==> config.mk <==
export PLATFORM = sky130hd
export DESIGN_NAME = intersection_sequencer_flat
export DESIGN_NICKNAME = d
export VERILOG_FILES = /design/src/rtl/traffic_pkg.sv /design/src/rtl/intersection_sequencer_if.sv /design/src/rtl/phase_timer.sv /design/src/rtl/intersection_sequencer.sv /design/src/flat_wrapper.sv
export SDC_FILE = /design/constraint.sdc
export NUM_CORES = 1
export LEC_CHECK = 0
export CORE_ASPECT_RATIO = 0.9
export CORE_UTILIZATION = 52
export CTS_CLUSTER_DIAMETER = 200
export DETAILED_ROUTE_END_ITERATION = 10
export PLACE_DENSITY = 0.8
export SETUP_SLACK_MARGIN = 0.02
export SYNTH_ARGS = -nofsm -noshare
export SYNTH_HDL_FRONTEND = slang
export SYNTH_HIERARCHICAL = 1
export SYNTH_SLANG_ARGS = --single-unit
==> constraint.sdc <==
create_clock -name clk -period 3.03 [get_ports clk]
set_input_delay 0.7575 -clock clk [delete_from_list [all_inputs] [get_ports clk]]
set_output_delay 0.7575 -clock clk [all_outputs]
set_load 0.005 [all_outputs]
==> src/rtl/traffic_pkg.sv <==
`default_nettype none
// ============================================================================
//  Module      : traffic_pkg
//  Description : Shared types and constants for the intersection sequencer.
//                - state_t : phase enumeration, fixed 3-bit encodings
//                - LIGHT_* : 3-bit light vectors in {red, ylw, grn} order
//                - light_decode : state -> {ns[2:0], ew[2:0]} light vector
//  Revision    : 1.0  initial release
// ============================================================================
package traffic_pkg;

  typedef enum logic [2:0] {
    NS_GREEN  = 3'd0,
    NS_YELLOW = 3'd1,
    ALL_RED_A = 3'd2,
    EW_GREEN  = 3'd3,
    EW_YELLOW = 3'd4,
    ALL_RED_B = 3'd5
  } state_t;

  localparam logic [2:0] LIGHT_RED = 3'b100;
  localparam logic [2:0] LIGHT_YLW = 3'b010;
  localparam logic [2:0] LIGHT_GRN = 3'b001;

  // Result is {ns_red, ns_ylw, ns_grn, ew_red, ew_ylw, ew_grn}. Unused
  // encodings fall back to all-red so a corrupted state can never show green.
  function automatic logic [5:0] light_decode(input state_t s);
    logic [5:0] v;
    v = {LIGHT_RED, LIGHT_RED};
    case (s)
      NS_GREEN:  v = {LIGHT_GRN, LIGHT_RED};
      NS_YELLOW: v = {LIGHT_YLW, LIGHT_RED};
      EW_GREEN:  v = {LIGHT_RED, LIGHT_GRN};
      EW_YELLOW: v = {LIGHT_RED, LIGHT_YLW};
      default:   v = {LIGHT_RED, LIGHT_RED};
    endcase
    return v;
  endfunction

endpackage
`default_nettype wire

==> src/rtl/intersection_sequencer_if.sv <==
`default_nettype none
// ============================================================================
//  Module      : intersection_sequencer_if
//  Description : Request/sensor inputs and light/phase outputs of the
//                intersection sequencer.
//                master : the sequencer (drives lights and phase)
//                slave  : the environment (drives tick, sensor, requests)
//  Revision    : 1.0  initial release
// ============================================================================
interface intersection_sequencer_if;
  logic       tick;
  logic       sensor_ew;
  logic       ped_req_ns;
  logic       ped_req_ew;
  logic       ns_red;
  logic       ns_ylw;
  logic       ns_grn;
  logic       ew_red;
  logic       ew_ylw;
  logic       ew_grn;
  logic [2:0] phase;

  modport master (
    input  tick, sensor_ew, ped_req_ns, ped_req_ew,
    output ns_red, ns_ylw, ns_grn, ew_red, ew_ylw, ew_grn, phase
  );

  modport slave (
    output tick, sensor_ew, ped_req_ns, ped_req_ew,
    input  ns_red, ns_ylw, ns_grn, ew_red, ew_ylw, ew_grn, phase
  );
endinterface
`default_nettype wire

==> src/rtl/phase_timer.sv <==
`default_nettype none
// ============================================================================
//  Module      : phase_timer
//  Description : TIMER_W-bit tick counter with synchronous clear and
//                saturation at all-ones.
//  Ports       : clk, rst      - clock, synchronous active-high reset
//                i_clear       - force count to 0 (wins over i_tick)
//                i_tick        - advance count by one
//                o_count       - current count
//  Revision    : 1.0  initial release
// ============================================================================
module phase_timer #(
  parameter int TIMER_W = 8
) (
  input  wire logic               clk,
  input  wire logic               rst,
  input  wire logic               i_clear,
  input  wire logic               i_tick,
  output logic      [TIMER_W-1:0] o_count
);

  logic [TIMER_W-1:0] r_count;

  always_ff @(posedge clk) begin
    if (rst || i_clear) begin
      r_count <= '0;
    end else if (i_tick && (r_count != {TIMER_W{1'b1}})) begin
      r_count <= r_count + 1'b1;
    end
  end

  assign o_count = r_count;

endmodule
`default_nettype wire

==> src/rtl/intersection_sequencer.sv <==
`default_nettype none
// ============================================================================
//  Module      : intersection_sequencer
//  Description : Phase sequencer for a two-road intersection. Rests on
//                north-south green, serves east-west on sensor or latched
//                pedestrian request; pending pedestrian requests shorten the
//                opposing green down to MIN_GREEN_TICKS.
//  Ports       : clk, rst - clock, synchronous active-high reset
//                bus      - master side of intersection_sequencer_if
//                           (tick, sensor_ew, ped_req_* in; lights, phase out)
//  Revision    : 1.0  initial release
// ============================================================================
module intersection_sequencer
  import traffic_pkg::*;
#(
  parameter int GREEN_TICKS     = 20,
  parameter int MIN_GREEN_TICKS = 8,
  parameter int YELLOW_TICKS    = 4,
  parameter int ALL_RED_TICKS   = 2,
  parameter int TIMER_W         = 8
) (
  input wire logic              clk,
  input wire logic              rst,
  intersection_sequencer_if.master bus
);

  // "Reaches N" = tick this cycle with count already at N-1 or beyond.
  localparam logic [TIMER_W-1:0] c_GREEN_LAST  = TIMER_W'(GREEN_TICKS - 1);
  localparam logic [TIMER_W-1:0] c_MIN_LAST    = TIMER_W'(MIN_GREEN_TICKS - 1);
  localparam logic [TIMER_W-1:0] c_YELLOW_LAST = TIMER_W'(YELLOW_TICKS - 1);
  localparam logic [TIMER_W-1:0] c_ALLRED_LAST = TIMER_W'(ALL_RED_TICKS - 1);

  state_t             r_state;
  state_t             w_next;
  logic               w_change;
  logic [TIMER_W-1:0] w_count;
  logic               r_pend_ns;
  logic               r_pend_ew;
  logic [5:0]         r_lights;

  phase_timer #(
    .TIMER_W (TIMER_W)
  ) u_timer (
    .clk     (clk),
    .rst     (rst),
    .i_clear (w_change),
    .i_tick  (bus.tick),
    .o_count (w_count)
  );

  always_comb begin
    w_next = r_state;
    case (r_state)
      NS_GREEN: begin
        // Full green needs any EW demand; a latched EW pedestrian request
        // may cut it short at the minimum green.
        if (bus.tick &&
            (((w_count >= c_GREEN_LAST) && (bus.sensor_ew || r_pend_ew)) ||
             ((w_count >= c_MIN_LAST) && r_pend_ew))) begin
          w_next = NS_YELLOW;
        end
      end
      NS_YELLOW: if (bus.tick && (w_count >= c_YELLOW_LAST)) w_next = ALL_RED_A;
      ALL_RED_A: if (bus.tick && (w_count >= c_ALLRED_LAST)) w_next = EW_GREEN;
      EW_GREEN: begin
        if (bus.tick &&
            ((w_count >= c_GREEN_LAST) ||
             ((w_count >= c_MIN_LAST) && r_pend_ns))) begin
          w_next = EW_YELLOW;
        end
      end
      EW_YELLOW: if (bus.tick && (w_count >= c_YELLOW_LAST)) w_next = ALL_RED_B;
      ALL_RED_B: if (bus.tick && (w_count >= c_ALLRED_LAST)) w_next = NS_GREEN;
      default:   w_next = ALL_RED_B;
    endcase
  end

  assign w_change = (w_next != r_state);

  always_ff @(posedge clk) begin
    if (rst) begin
      r_state <= ALL_RED_B;
    end else begin
      r_state <= w_next;
    end
  end

  // Lights are registered from the next state so they switch on the same
  // edge as the state register, with no combinational glitches.
  always_ff @(posedge clk) begin
    if (rst) begin
      r_lights <= light_decode(ALL_RED_B);
    end else begin
      r_lights <= light_decode(w_next);
    end
  end

  // Clear on entry to the serving green takes priority over a new request.
  always_ff @(posedge clk) begin
    if (rst) begin
      r_pend_ns <= 1'b0;
      r_pend_ew <= 1'b0;
    end else begin
      if ((w_next == NS_GREEN) && (r_state != NS_GREEN)) begin
        r_pend_ns <= 1'b0;
      end else if (bus.ped_req_ns) begin
        r_pend_ns <= 1'b1;
      end
      if ((w_next == EW_GREEN) && (r_state != EW_GREEN)) begin
        r_pend_ew <= 1'b0;
      end else if (bus.ped_req_ew) begin
        r_pend_ew <= 1'b1;
      end
    end
  end

  assign bus.ns_red = r_lights[5];
  assign bus.ns_ylw = r_lights[4];
  assign bus.ns_grn = r_lights[3];
  assign bus.ew_red = r_lights[2];
  assign bus.ew_ylw = r_lights[1];
  assign bus.ew_grn = r_lights[0];
  assign bus.phase  = r_state;

endmodule
`default_nettype wire

==> src/flat_wrapper.sv <==
// flat-port wrapper written by rule: the top's interface ports become plain ports
module intersection_sequencer_flat import traffic_pkg::*;
#(
  parameter int GREEN_TICKS     = 20,
  parameter int MIN_GREEN_TICKS = 8,
  parameter int YELLOW_TICKS    = 4,
  parameter int ALL_RED_TICKS   = 2,
  parameter int TIMER_W         = 8
)
  (clk, rst, bus_tick, bus_sensor_ew, bus_ped_req_ns, bus_ped_req_ew, bus_ns_red, bus_ns_ylw, bus_ns_grn, bus_ew_red, bus_ew_ylw, bus_ew_grn, bus_phase);
  intersection_sequencer_if bus_i ();
  input wire logic clk;
  input wire logic rst;
  input wire logic [$bits(bus_i.tick)-1:0] bus_tick;
  input wire logic [$bits(bus_i.sensor_ew)-1:0] bus_sensor_ew;
  input wire logic [$bits(bus_i.ped_req_ns)-1:0] bus_ped_req_ns;
  input wire logic [$bits(bus_i.ped_req_ew)-1:0] bus_ped_req_ew;
  output wire logic [$bits(bus_i.ns_red)-1:0] bus_ns_red;
  output wire logic [$bits(bus_i.ns_ylw)-1:0] bus_ns_ylw;
  output wire logic [$bits(bus_i.ns_grn)-1:0] bus_ns_grn;
  output wire logic [$bits(bus_i.ew_red)-1:0] bus_ew_red;
  output wire logic [$bits(bus_i.ew_ylw)-1:0] bus_ew_ylw;
  output wire logic [$bits(bus_i.ew_grn)-1:0] bus_ew_grn;
  output wire logic [$bits(bus_i.phase)-1:0] bus_phase;
  assign bus_i.tick = bus_tick;
  assign bus_i.sensor_ew = bus_sensor_ew;
  assign bus_i.ped_req_ns = bus_ped_req_ns;
  assign bus_i.ped_req_ew = bus_ped_req_ew;
  assign bus_ns_red = bus_i.ns_red;
  assign bus_ns_ylw = bus_i.ns_ylw;
  assign bus_ns_grn = bus_i.ns_grn;
  assign bus_ew_red = bus_i.ew_red;
  assign bus_ew_ylw = bus_i.ew_ylw;
  assign bus_ew_grn = bus_i.ew_grn;
  assign bus_phase = bus_i.phase;
  intersection_sequencer #(.GREEN_TICKS(GREEN_TICKS), .MIN_GREEN_TICKS(MIN_GREEN_TICKS), .YELLOW_TICKS(YELLOW_TICKS), .ALL_RED_TICKS(ALL_RED_TICKS), .TIMER_W(TIMER_W)) u_core (.clk(clk), .rst(rst), .bus(bus_i));
endmodule
==> flow_metrics.tcl <==
set metrics [dict create \
    outcome "finished, final reports clean" \
    nets 152 \
    holdPathStages 2 \
    avgRoutedWirePerCell_um 13.99 \
    synthesis.nets 128 \
    cp.arrival_ns 2.92 \
    grt_max_degree 13 \
    ys_ff_latch 19 \
    synth_ff_type "dfxtp_1" \
    fp.dieArea_mm2 0.002180 \
    multi_input_comb_area_um2 636.9 \
    power_density_mw_per_mm2 678.6 \
    die_h_um 44.40 \
    clk_pin_slew_ns 0.10 \
    cp_max_fo 9 \
    wl_um 2351 \
    antenna_found_initial 0 \
    vias_per_cell 6.048 \
    worst_ep_required_time_ns 3.26 \
    path_class "reg2reg" \
    drive_above_1_share 0.1528 \
    rsz0062_at_grt "no" \
    clock-root-buffer "clkbuf_4" \
    portBuffers 14 \
    fmax_mhz 372.7 \
    peakVddDrop_mv 0.4295 \
    endpoint_kind "flop" \
    start_kind "flop" \
    postCtsSetupRepairBufs 0 \
    drt_iter0_drc 63 \
    ant_nets 0 \
    worstSkewPairLatency_ns 0.30 \
    dp_slack_ns -0.2389 \
    coreArea_mm2 0.001769 \
    rr_worst_depth 9 \
    pin_count 15 \
    gp_congestion 0.8793 \
    worstMarginPinSlew_ns 0.4736 \
    synth_seq_area_share 0.3663 \
    finalMaxSlewViolations 0 \
    rows 14 \
    synth-async-reset-ratio 0 \
    ctsHtreeMaxLevel 1 \
    crit_family "compound AO/OA/AOI/OAI gates" \
    drv_cap 0 \
    grt.overflow.total 0 \
    start_util 0.5870 \
    path_depth 9 \
    hp-class "reg2reg" \
    finalCriticalPeriod_ns 2.683 \
    fin_worst_skew_ns 0.001494 \
    fin_util 0.7306 \
    drc_errors 0 \
    path_buf_inv 1 \
    max_slew_margin 0.6818 \
    layout_common_cells "dfxtp_1 (19), clkdlybuf4s50_1 (13), nand2_1 (10), nor2_1 (9)" \
    cts_num_sinks 19 \
    dpl.hpwl_um 1746 \
    clockBufferDepth 2 \
    final_common_cell "dfxtp_1" \
    yosys.cell_types.count 49 \
    antenna_cells 0 \
    grt_pass1_wl_um 4133 \
    vias 1016 \
    synth_edf_count 0 \
    regArea_um2 380.4 \
    grtUsageTotal 0.2476 \
    area_delta_synth_final_pct 24.46 \
    cp_slowest_cell "nor4_4" \
    cts_resized 0 \
    grt_pass1_vias 946 \
    period_share 0.8855 \
    setup_viol 0 \
    cts_tree "built" \
    die-width_um 49.11 \
    yosys_warnings 6 \
    critical_path.cell_chain "nor4_4 -> a31oi_1 -> mux2_1 -> a221o_1 -> o22ai_1 -> o211ai_1 -> buf_4 -> or3_1 -> mux2i_1" \
    syn-cell-area_mm2 0.001038 \
    slowest_delay_ns 0.43 \
    cts-buffers-inserted 3 \
    synth_area_per_cell_um2 8.583 \
    nFillCells 141 \
    total_power_uw 877.1 \
    syn_inst 121 \
    hold_violations 0 \
    dr.pass1.iters 4 \
    fin_ws_ns 0.3470 \
    p_leak_uw 0.0005075 \
    holdBufCountCts 0 \
]
==> stage by stage <==
stage	instances	TNS, ns	hold slack [ns]	area, um^2
after global routing	168	0	0.5287	1292
after global placement	164	-0.6909	0.4784	1256
after floorplan	121	0	0.4679	1039
after CTS	168	0	0.5073	1284
after detailed placement	164	-1.458	0.4917	1256
final	168	0	0.5099	1292
==> cells in the mapped netlist (3+ instances only) <==
cell | count | area share
dfxtp_1 | 19 | 0.37
nand2_1 | 10 | 0.036
nor2_1 | 10 | 0.036
a21oi_1 | 9 | 0.043
nor3_1 | 5 | 0.024
inv_1 | 4 | 0.014
mux2i_1 | 4 | 0.039
o21ai_0 | 4 | 0.019
and3_1 | 3 | 0.018
nand3_1 | 3 | 0.014
==> cell type report <==
cell class | count | share of cell area
multi-input cells | 95 | 0.4927
flip-flops and latches | 19 | 0.2943
repair buffers | 22 | 0.1568
well taps | 24 | 0.02323
clock buffers | 3 | 0.01742
inverters | 4 | 0.01162
clock inverters | 1 | 0.003872
==> per-layer routing <==
metal,global-route usage,vias to the layer above,part of all wire,wire [um]
li1,-,501,-,-
met5,0,-,0,0
met3,0.06186,4,0.061,144
met1,0.3171,468,0.47,1096
met4,0.07059,0,0.0098,23
met2,0.4164,43,0.46,1087
==> worst min-delay path, cell delays in order, from the launching register on <==
cell      delay (ns)
dfxtp_1         0.32
nor2_1          0.10
a211oi_1        0.05
==> state kept, by name (all words and copies together), names as in the netlist <==
register	cells
u_core/r_pend_ew	1
u_core/bus.phase	3
u_core/u_timer/o_count	8
u_core/r_lights	6
u_core/r_pend_ns	1
==> power by group <==
group	switching, uW	leakage (uW)	internal (uW)
clock network	75.5	0.0000177	49.2
registers	50.2	0.000155	295
logic	175	0.000335	232
total	301	0.000508	576
==> logic make-up after synthesis <==
group                    Yosys count  share of synthesized area
adder cells (fa/ha/maj)            2                    0.02169
flip-flops                        19                     0.3663
AO/OA/AOI/OAI                     31                     0.2048
AND/OR/NAND/NOR                   57                     0.3313
buffers and inverters              7                    0.02650
multiplexers                       5                    0.04940
==> path summary, 6_finish.rpt <==
kind | end | start | slack, ns
worst min-delay path | u_core/r_pend_ns$_SDFFE_PP0P_ | u_core/r_pend_ns$_SDFFE_PP0P_ | 0.51
worst max register to register | u_core/u_timer/o_count[0]$_SDFFE_PP0P_ | u_core/u_timer/o_count[7]$_SDFFE_PP0P_ | 0.35
worst max-delay path | u_core/u_timer/o_count[0]$_SDFFE_PP0P_ | u_core/u_timer/o_count[7]$_SDFFE_PP0P_ | 0.35
worst min register to register | u_core/r_pend_ns$_SDFFE_PP0P_ | u_core/r_pend_ns$_SDFFE_PP0P_ | 0.51
No activity file was read; power rests on OpenSTA's default activity.
